File: src/rtl/gray_frame_buffer.sv
// gray_frame_buffer: captures one N x M frame of 8-bit grayscale pixels from the
// grayscaler and replays it in raster order with stall support and a done strobe.
module gray_frame_buffer #(
  parameter int unsigned N  = 2,
  parameter int unsigned M  = 2,
  parameter int unsigned AW = 8
) (
  input  logic       clk,
  input  logic       rst,
  input  logic       FB_enable,
  input  logic       gray_valid,
  input  logic [7:0] Din,
  input  logic       rd_req,
  input  logic       rd_pause,
  output logic [7:0] Dout,
  output logic       Dout_valid,
  output logic       full,
  output logic       overrun,
  output logic       FB_done
);

  localparam int unsigned DW    = 8;
  localparam int unsigned DEPTH = N * M;
  // Memory index width; the address counters may be wider than the store needs.
  localparam int unsigned IW    = (DEPTH > 1) ? $clog2(DEPTH) : 1;
  localparam logic [AW-1:0] LAST_ADDR = AW'(DEPTH - 1);

  typedef enum logic [2:0] {
    S_IDLE,
    S_WRITE,
    S_FULL,
    S_READ,
    S_DONE
  } state_e;

  state_e          state_q, state_d;
  logic [AW-1:0]   wr_addr_q, wr_addr_d;
  logic [AW-1:0]   rd_addr_q, rd_addr_d;
  logic [DW-1:0]   dout_q, dout_d;
  logic            dout_valid_q, dout_valid_d;
  logic            full_q, full_d;
  logic            overrun_q, overrun_d;
  logic            fb_done_q, fb_done_d;

  logic            mem_we;
  logic [AW-1:0]   mem_waddr;
  logic [DW-1:0]   mem [DEPTH];

  // Next-state, address counters, write strobe and registered output values.
  always_comb begin
    state_d      = state_q;
    wr_addr_d    = wr_addr_q;
    rd_addr_d    = rd_addr_q;
    dout_d       = dout_q;
    dout_valid_d = 1'b0;
    overrun_d    = overrun_q;
    mem_we       = 1'b0;
    mem_waddr    = wr_addr_q;

    case (state_q)
      S_IDLE: begin
        wr_addr_d = '0;
        rd_addr_d = '0;
        if (FB_enable) begin
          state_d   = S_WRITE;
          overrun_d = 1'b0;
        end
        // A pixel arriving before capture is armed is lost; that wins over the clear.
        if (gray_valid) begin
          overrun_d = 1'b1;
        end
      end

      S_WRITE: begin
        // Restart rewinds to address 0; a pixel in the same cycle lands at 0.
        if (FB_enable) begin
          mem_waddr = '0;
          overrun_d = 1'b0;
        end
        wr_addr_d = mem_waddr;
        if (gray_valid) begin
          mem_we = 1'b1;
          if (mem_waddr == LAST_ADDR) begin
            state_d   = S_FULL;
            wr_addr_d = '0;
          end else begin
            wr_addr_d = mem_waddr + AW'(1);
          end
        end
      end

      S_FULL: begin
        // A new arm discards the held frame and takes priority over replay.
        if (FB_enable) begin
          state_d   = S_WRITE;
          wr_addr_d = '0;
          overrun_d = 1'b0;
        end else if (rd_req) begin
          state_d   = S_READ;
          rd_addr_d = '0;
        end
        if (gray_valid) begin
          overrun_d = 1'b1;
        end
      end

      S_READ: begin
        if (gray_valid) begin
          overrun_d = 1'b1;
        end
        if (!rd_pause) begin
          dout_d       = mem[IW'(rd_addr_q)];
          dout_valid_d = 1'b1;
          if (rd_addr_q == LAST_ADDR) begin
            state_d   = S_DONE;
            rd_addr_d = '0;
          end else begin
            rd_addr_d = rd_addr_q + AW'(1);
          end
        end
      end

      S_DONE: begin
        if (gray_valid) begin
          overrun_d = 1'b1;
        end
        state_d   = S_IDLE;
        wr_addr_d = '0;
        rd_addr_d = '0;
      end

      default: begin
        state_d   = S_IDLE;
        wr_addr_d = '0;
        rd_addr_d = '0;
      end
    endcase

    // Status flags follow the state being entered so they are registered with it.
    full_d    = (state_d == S_FULL);
    fb_done_d = (state_d == S_DONE);
  end

  // State, counters and output registers with asynchronous reset.
  always_ff @(posedge clk or posedge rst) begin
    if (rst) begin
      state_q      <= S_IDLE;
      wr_addr_q    <= '0;
      rd_addr_q    <= '0;
      dout_q       <= '0;
      dout_valid_q <= 1'b0;
      full_q       <= 1'b0;
      overrun_q    <= 1'b0;
      fb_done_q    <= 1'b0;
    end else begin
      state_q      <= state_d;
      wr_addr_q    <= wr_addr_d;
      rd_addr_q    <= rd_addr_d;
      dout_q       <= dout_d;
      dout_valid_q <= dout_valid_d;
      full_q       <= full_d;
      overrun_q    <= overrun_d;
      fb_done_q    <= fb_done_d;
    end
  end

  // Frame store write port; contents are intentionally not reset.
  always_ff @(posedge clk) begin
    if (mem_we) begin
      mem[IW'(mem_waddr)] <= Din;
    end
  end

  assign Dout       = dout_q;
  assign Dout_valid = dout_valid_q;
  assign full       = full_q;
  assign overrun    = overrun_q;
  assign FB_done    = fb_done_q;

endmodule

File: config.mk
export PLATFORM = sky130hd
export DESIGN_NAME = gray_frame_buffer
export DESIGN_NICKNAME = d
export VERILOG_FILES = /design/src/rtl/gray_frame_buffer.sv
export SDC_FILE = /design/constraint.sdc
export NUM_CORES = 1
export LEC_CHECK = 0
export ABC_AREA = 1
export CORE_MARGIN = 2
export CORE_UTILIZATION = 59
export CTS_BUF_LIST = sky130_fd_sc_hd__clkbuf_8
export CTS_CLUSTER_DIAMETER = 150
export DETAILED_ROUTE_END_ITERATION = 12
export PLACE_DENSITY = 0.86
export SLEW_MARGIN = 10
export SYNTH_ARGS = -nofsm -noshare
export SYNTH_HDL_FRONTEND = slang
export SYNTH_SLANG_ARGS = --single-unit
File: constraint.sdc
create_clock -name clk -period 2.4 [get_ports clk]
set_input_delay 0.72 -clock clk [delete_from_list [all_inputs] [get_ports clk]]
set_output_delay 0.72 -clock clk [all_outputs]
set_load 0.05 [all_outputs]
==> results.sh, run 1 <==
export IMPL_clockBufferDepth=2
export IMPL_layout_commonest_cell="nand2_1"
export IMPL_status="finished, final reports clean"
export IMPL_pwr_share_clk_pct=28.5
export IMPL_n_fill_cell=315
export IMPL_cp_arrival_ns=1.54
export IMPL_start_util_pct=61.8
export IMPL_rsz0062_at_grt="no"
export IMPL_synth_xor_area_share_pct=0.592
export IMPL_netlist_area_mm2=0.00296
export IMPL_layout_common_cells="nand2_1, nor2_1, edfxtp_1"
export IMPL_critPathKind="reg2out"
export IMPL_synth_mux_area_share_pct=0
export IMPL_synth_cell_types=28
export IMPL_combPwrFrac_pct=35.3
export IMPL_p_sw_share_pct=38.0
export IMPL_synth_warnings=0
export IMPL_io_pins=26
export IMPL_vias_per_cell=5.38
export IMPL_cts_hold_buf=0
export IMPL_clock_root_buffer="clkbuf_8"
export IMPL_synth_top_family_by_area="simple AND/OR/NAND/NOR gates"
export IMPL_dp_cells=423
export IMPL_cp_required_ns=1.68
export IMPL_setup_tns_ns=0
export IMPL_seq_power_share_pct=36.2
export IMPL_cpLargestDelayFamily="buffers and inverters"
export IMPL_fmax_ghz=0.442
export IMPL_path_cells="clkdlybuf4s50_1"
export IMPL_leakage_nw=1.56
export IMPL_holdWs_ns=0.521
export IMPL_wl_per_cell_um=14.6
export IMPL_insertion_delay_ns=0.34
export IMPL_switching_power_w=0.00150
export IMPL_finClkSkew_ns=0.00455
export IMPL_clkTransAtPathRegs_ns=0.07
export IMPL_layout_nets=383
export IMPL_drt_initial_drc_count=186
export IMPL_yosys_most_used_dff="edfxtp_1"
export IMPL_io_buffers=25
export IMPL_core_mm2=0.00479
export IMPL_die_x_um=74.8
export IMPL_cts_made_buffers=9
export IMPL_route_detailed_drc=0
export IMPL_min_path_type="reg2reg"
export IMPL_cts_resized=0
export IMPL_setup_viol=0
export IMPL_max_slew_margin_rel_pct=65.1
export IMPL_grt_start_max_net_pins=32
export IMPL_vias=2364
export IMPL_syn_avg_cell_area_um2=9.07
export IMPL_maxSlewViolCount=0
export IMPL_drtAntennaViolNets=0
export IMPL_grt_antenna_before_repair=0
export IMPL_synth_edf_count=32
export IMPL_drive_gt1_share_pct=11.6
export IMPL_area_growth_pct=21.2
export IMPL_grt_pass1_vias=2268
export IMPL_final_cells=439
export IMPL_dp_hpwl_um=4430
export IMPL_ys_seq_area_share_pct=58.7
export IMPL_tightestPinTransition_ns=0.522
export IMPL_period_share_pct=94.3
export IMPL_peakVddDrop_mv=0.605
export IMPL_cts_max_level=3
export IMPL_die_h_um=74.8
export IMPL_num_rows=25
export IMPL_slowest_stage="clkdlybuf4s50_1"
export IMPL_start_kind="flip-flop"
export IMPL_cts_setup_buffers=0
export IMPL_fin_crit_ns=2.26
export IMPL_syn_inst=326
export IMPL_cts_sinks=63
export IMPL_ys_ff_latch=63
export IMPL_finalHoldViolCount=0
export IMPL_synth_fa_ha_area_share_pct=0.846
export IMPL_async_flop_share_pct=49.2
export IMPL_grt_pass1_wl_um=10400
export IMPL_synth_compound_area_share_pct=8.97
export IMPL_synth_simple_area_share_pct=25.1
export IMPL_drv_cap=0
export IMPL_antenna_cells=0
export IMPL_crit_path_end_kind="primary output"
export IMPL_grt_usage_pct=25.6
export IMPL_dieArea_mm2=0.00559
export IMPL_gp_congestion=0.884
export IMPL_cts_tree="done"
export IMPL_multi_input_area_mm2=0.00105
export IMPL_powerDensity_mw_per_mm2=1100
export IMPL_first_pass_iters=4
export IMPL_gr_total_overflow=0
export IMPL_regArea_mm2=0.00174
export IMPL_wl_um=6410
export IMPL_max_stage_delay_ns=0.82
export IMPL_intPower_w=0.00245
export IMPL_worstPathMaxFanout=2
export IMPL_crit_buf_inv=1
export IMPL_synth_nets=342
-- through the flow --
stage               area [um2]  worst slack, ns  total power (W)  utilization [%]
floorplan                 2960            0.501          0.00237                -
global placement          3340            0.140          0.00277             69.8
detailed placement        3340           0.0467          0.00282             69.8
CTS                       3580            0.117          0.00395             74.8
global route              3580            0.100          0.00414             74.8
finish                    3580            0.136          0.00394             74.8
-- registers in the layout, summed over array words and instances, names as in the netlist --
register	cells
Dout_valid	1
FB_done	1
Dout	8
wr_addr_q	8
overrun	1
mem	32
state_q	3
full	1
rd_addr_q	8
-- power by group through the flow --
stage | Sequential (W) | Clock [W] | Combinational (W)
2_1_floorplan | 0.00172 | 0 | 0.000659
3_3_place_gp | 0.00144 | 0 | 0.00133
3_5_place_dp | 0.00145 | 0 | 0.00138
4_1_cts | 0.00143 | 0.00114 | 0.00138
5_1_grt | 0.00144 | 0.00118 | 0.00151
6_report | 0.00143 | 0.00112 | 0.00139
-- layer usage --
| layer | up-vias | share of wire, % | track usage (%) |
|---|---|---|---|
| met5 | - | 0 | 0 |
| met4 | 0 | 1.5 | 9.33 |
| met3 | 12 | 5.5 | 7.90 |
| met2 | 73 | 51 | 42.3 |
| met1 | 1109 | 42 | 32.0 |
| li1 | 1170 | - | - |
-- kinds of logic after synthesis --
group | Yosys count
simple gates | 169
fa+ha+maj | 2
compound gates | 49
buf+inv | 41
xor+xnor | 2
flops | 63
-- cells in the mapped netlist, types with 4 or more instances --
| master | number | area [um2] |
|---|---|---|
| edfxtp_1 | 32 | 961 |
| nor2_1 | 61 | 229 |
| nand2_1 | 62 | 233 |
| inv_1 | 28 | 105 |
| nand3_1 | 26 | 130 |
| inv_2 | 4 | 15.0 |
| dfrtp_1 | 31 | 776 |
| a21oi_1 | 6 | 30.0 |
| nand4_1 | 5 | 31.3 |
| o21ai_0 | 30 | 150 |
| a31oi_1 | 8 | 50.1 |
| buf_2 | 4 | 20.0 |
-- final timing paths --
check / start / end / slack [ns] / depth (start not counted)
worst max-delay path: Dout[1]$_DFFE_PP0P_ / Dout[1] / 0.14 / 1
worst min register to register: wr_addr_q[7]$_DFFE_PP0N_ / wr_addr_q[7]$_DFFE_PP0N_ / 0.52 / 2
max in group asynchronous: rst / Dout[0]$_DFFE_PP0P_ / 1.34 / 3
worst max register to register: state_q[2]$_DFF_PP0_ / mem[1][1]$_DFFE_PP_ / 0.60 / 7
min in group asynchronous: rst / wr_addr_q[1]$_DFFE_PP0N_ / 0.76 / 3
worst min-delay path: wr_addr_q[7]$_DFFE_PP0N_ / wr_addr_q[7]$_DFFE_PP0N_ / 0.52 / 2
-- final cells by class --
cell class	count	area share [%]
clock buffers	9	3.46
clock inverters	7	3.35
inverters	34	3.56
multi-input cells	222	29.3
flip-flops and latches	63	48.5
well taps	67	2.34
repair buffers	37	9.50
Power figures use the tool's default switching activity.
==> run 2: changes to the inputs <==
CTS_CLUSTER_DIAMETER = 60   (was 150)
==> results of run 2 <==
The final DEF is identical to that of run 1; final timing and power are the same.
==> run 3: changes to the inputs <==
CORE_MARGIN = default   (was 2)
==> run 3 against run 2 <==
  * Utilization down 1.1 points
  * Hold slack better by 0.0095 ns
  * Register-to-register slack worse by 0.06 ns
  * Maximum frequency up 0.48%
  * Critical endpoint unchanged
  * Highest routed layer unchanged
==> results.sh, run 3 (synthesis results as in run 1) <==
export IMPL_crit_buf_inv=1
export IMPL_post_route_cell_area_mm2=0.00353
export IMPL_clkTransAtPathRegs_ns=0.07
export IMPL_antenna_cells=0
export IMPL_fin_util_pct=73.8
export IMPL_vias=2381
export IMPL_cts_sinks=63
export IMPL_gp_congestion=0.901
export IMPL_drt_initial_drc_count=179
export IMPL_maxSlewViolCount=0
export IMPL_seq_power_share_pct=38.6
export IMPL_cts_hold_buf=0
export IMPL_max_slew_margin_rel_pct=66.3
export IMPL_finalHoldViolCount=0
export IMPL_worstPathMaxFanout=2
export IMPL_insertion_delay_ns=0.34
export IMPL_io_buffers=25
export IMPL_slowest_stage="clkdlybuf4s50_1"
export IMPL_r2r_end="mem[1][0]$_DFFE_PP_"
export IMPL_rsz0062_at_grt="no"
export IMPL_cts_max_level=3
export IMPL_clock_root_buffer="clkbuf_8"
export IMPL_drv_cap=0
export IMPL_path_depth=1
export IMPL_largest_reg_flops=32
export IMPL_r2r_cells=7
export IMPL_cts_made_buffers=9
export IMPL_drive_gt1_share_pct=10.8
export IMPL_drtAntennaViolNets=0
export IMPL_fmax_ghz=0.444
export IMPL_layout_nets=383
export IMPL_finClkSkew_ns=0.00540
export IMPL_first_pass_iters=5
export IMPL_combPwrFrac_pct=37.3
export IMPL_die_x_um=72.8
export IMPL_crit_path_end="Dout[1]"
export IMPL_wl_per_cell_um=14.1
export IMPL_critPathKind="reg2out"
export IMPL_leakage_nw=1.54
export IMPL_crit_path_end_kind="primary output"
export IMPL_grt_antenna_before_repair=0
export IMPL_dp_hpwl_um=4210
export IMPL_fin_crit_ns=2.25
export IMPL_setup_viol=0
export IMPL_tightestPinTransition_ns=0.503
export IMPL_wl_um=6210
export IMPL_placed_area_mm2=0.00334
export IMPL_setup_tns_ns=0
export IMPL_status="finished, final reports clean"
export IMPL_peakVddDrop_mv=0.639
export IMPL_cp_startpoint="Dout[1]$_DFFE_PP0P_"
export IMPL_clockBufferDepth=2
export IMPL_grt_start_max_net_pins=32
export IMPL_intPower_w=0.00225
export IMPL_cpLargestDelayFamily="buffers and inverters"
export IMPL_path_cells="clkdlybuf4s50_1"
export IMPL_switching_power_w=0.00145
export IMPL_cts_resized=0
export IMPL_num_rows=25
export IMPL_route_detailed_drc=0
export IMPL_layout_common_cells="nand2_1, nor2_1, edfxtp_1"
export IMPL_die_h_um=72.8
export IMPL_max_stage_delay_ns=0.82
export IMPL_gr_total_overflow=0
export IMPL_p_sw_share_pct=39.2
export IMPL_grt_pass1_wl_um=10300
export IMPL_r2r_start="state_q[2]$_DFF_PP0_"
export IMPL_core_mm2=0.00479
export IMPL_powerDensity_mw_per_mm2=1050
export IMPL_grt_usage_pct=26.5
export IMPL_cp_arrival_ns=1.53
export IMPL_start_kind="flip-flop"
export IMPL_cts_tree="done"
export IMPL_r2r_slack_ns=0.54
export IMPL_regMostFlops="mem"
export IMPL_cp_required_ns=1.68
export IMPL_grt_pass1_vias=2204
export IMPL_period_share_pct=93.9
export IMPL_io_pins=26
export IMPL_layout_commonest_cell="nand2_1"
export IMPL_min_path_type="reg2reg"
export IMPL_vias_per_cell=5.42
export IMPL_start_util_pct=61.8
export IMPL_holdWs_ns=0.530
export IMPL_area_growth_pct=19.4
export IMPL_pwr_share_clk_pct=24.0
export IMPL_dieArea_mm2=0.00530
export IMPL_cts_setup_buffers=0
run 3: cell count changes in the layout (fill, tap and decap cells not counted):
cell / change
clkbuf_8: +1
clkinv_4: -1
inv_1: +2
bufinv_16: -2
clkinv_1: +1
inv_6: -1
run 3: how the worst min path moves through the flow:
stage,startpoint,to,slack (ns),depth (start not counted)
2_1_floorplan,rd_addr_q[6]$_DFFE_PP0P_,rd_addr_q[6]$_DFFE_PP0P_,0.47,2
6_report,rd_addr_q[6]$_DFFE_PP0P_,rd_addr_q[6]$_DFFE_PP0P_,0.53,2
3_5_place_dp,overrun$_DFFE_PP0P_,overrun$_DFFE_PP0P_,0.52,2
3_3_place_gp,overrun$_DFFE_PP0P_,overrun$_DFFE_PP0P_,0.50,2
4_1_cts,overrun$_DFFE_PP0P_,overrun$_DFFE_PP0P_,0.53,2
5_1_grt,wr_addr_q[5]$_DFFE_PP0N_,wr_addr_q[5]$_DFFE_PP0N_,0.56,2
run 3: final cells by class:
cell class	instances	area, um2
Clock buffer	10	138
Clock inverter	6	53.8
Fill cell	356	1260
Inverter	34	128
Multi-Input combinational cell	222	1050
Sequential cell	63	1740
Tap cell	67	83.8
Timing Repair Buffer	37	340
run 3: layer usage:
metal	global-route usage [%]	wire length [um]
met1	34.3	2630
met4	11.3	129
met5	0	0
met3	6.08	342
met2	43.3	3110
run 3: power groups by stage:
| stage | registers (W) | logic [W] | clock network (W) |
|---|---|---|---|
| floorplan | 0.00172 | 0.000659 | 0 |
| global placement | 0.00144 | 0.00132 | 0 |
| detailed placement | 0.00145 | 0.00136 | 0 |
| CTS | 0.00143 | 0.00137 | 0.000899 |
| global route | 0.00145 | 0.00150 | 0.000952 |
| finish | 0.00143 | 0.00138 | 0.000888 |
run 3: stage by stage:
stage                     total power [W]  setup WS (ns)  std cells
after global placement            0.00276          0.139        423
after detailed placement          0.00281         0.0445        423
after floorplan                   0.00237          0.501        326
after global routing              0.00390          0.120        439
after CTS                         0.00370          0.153        439
final                             0.00370          0.147        439
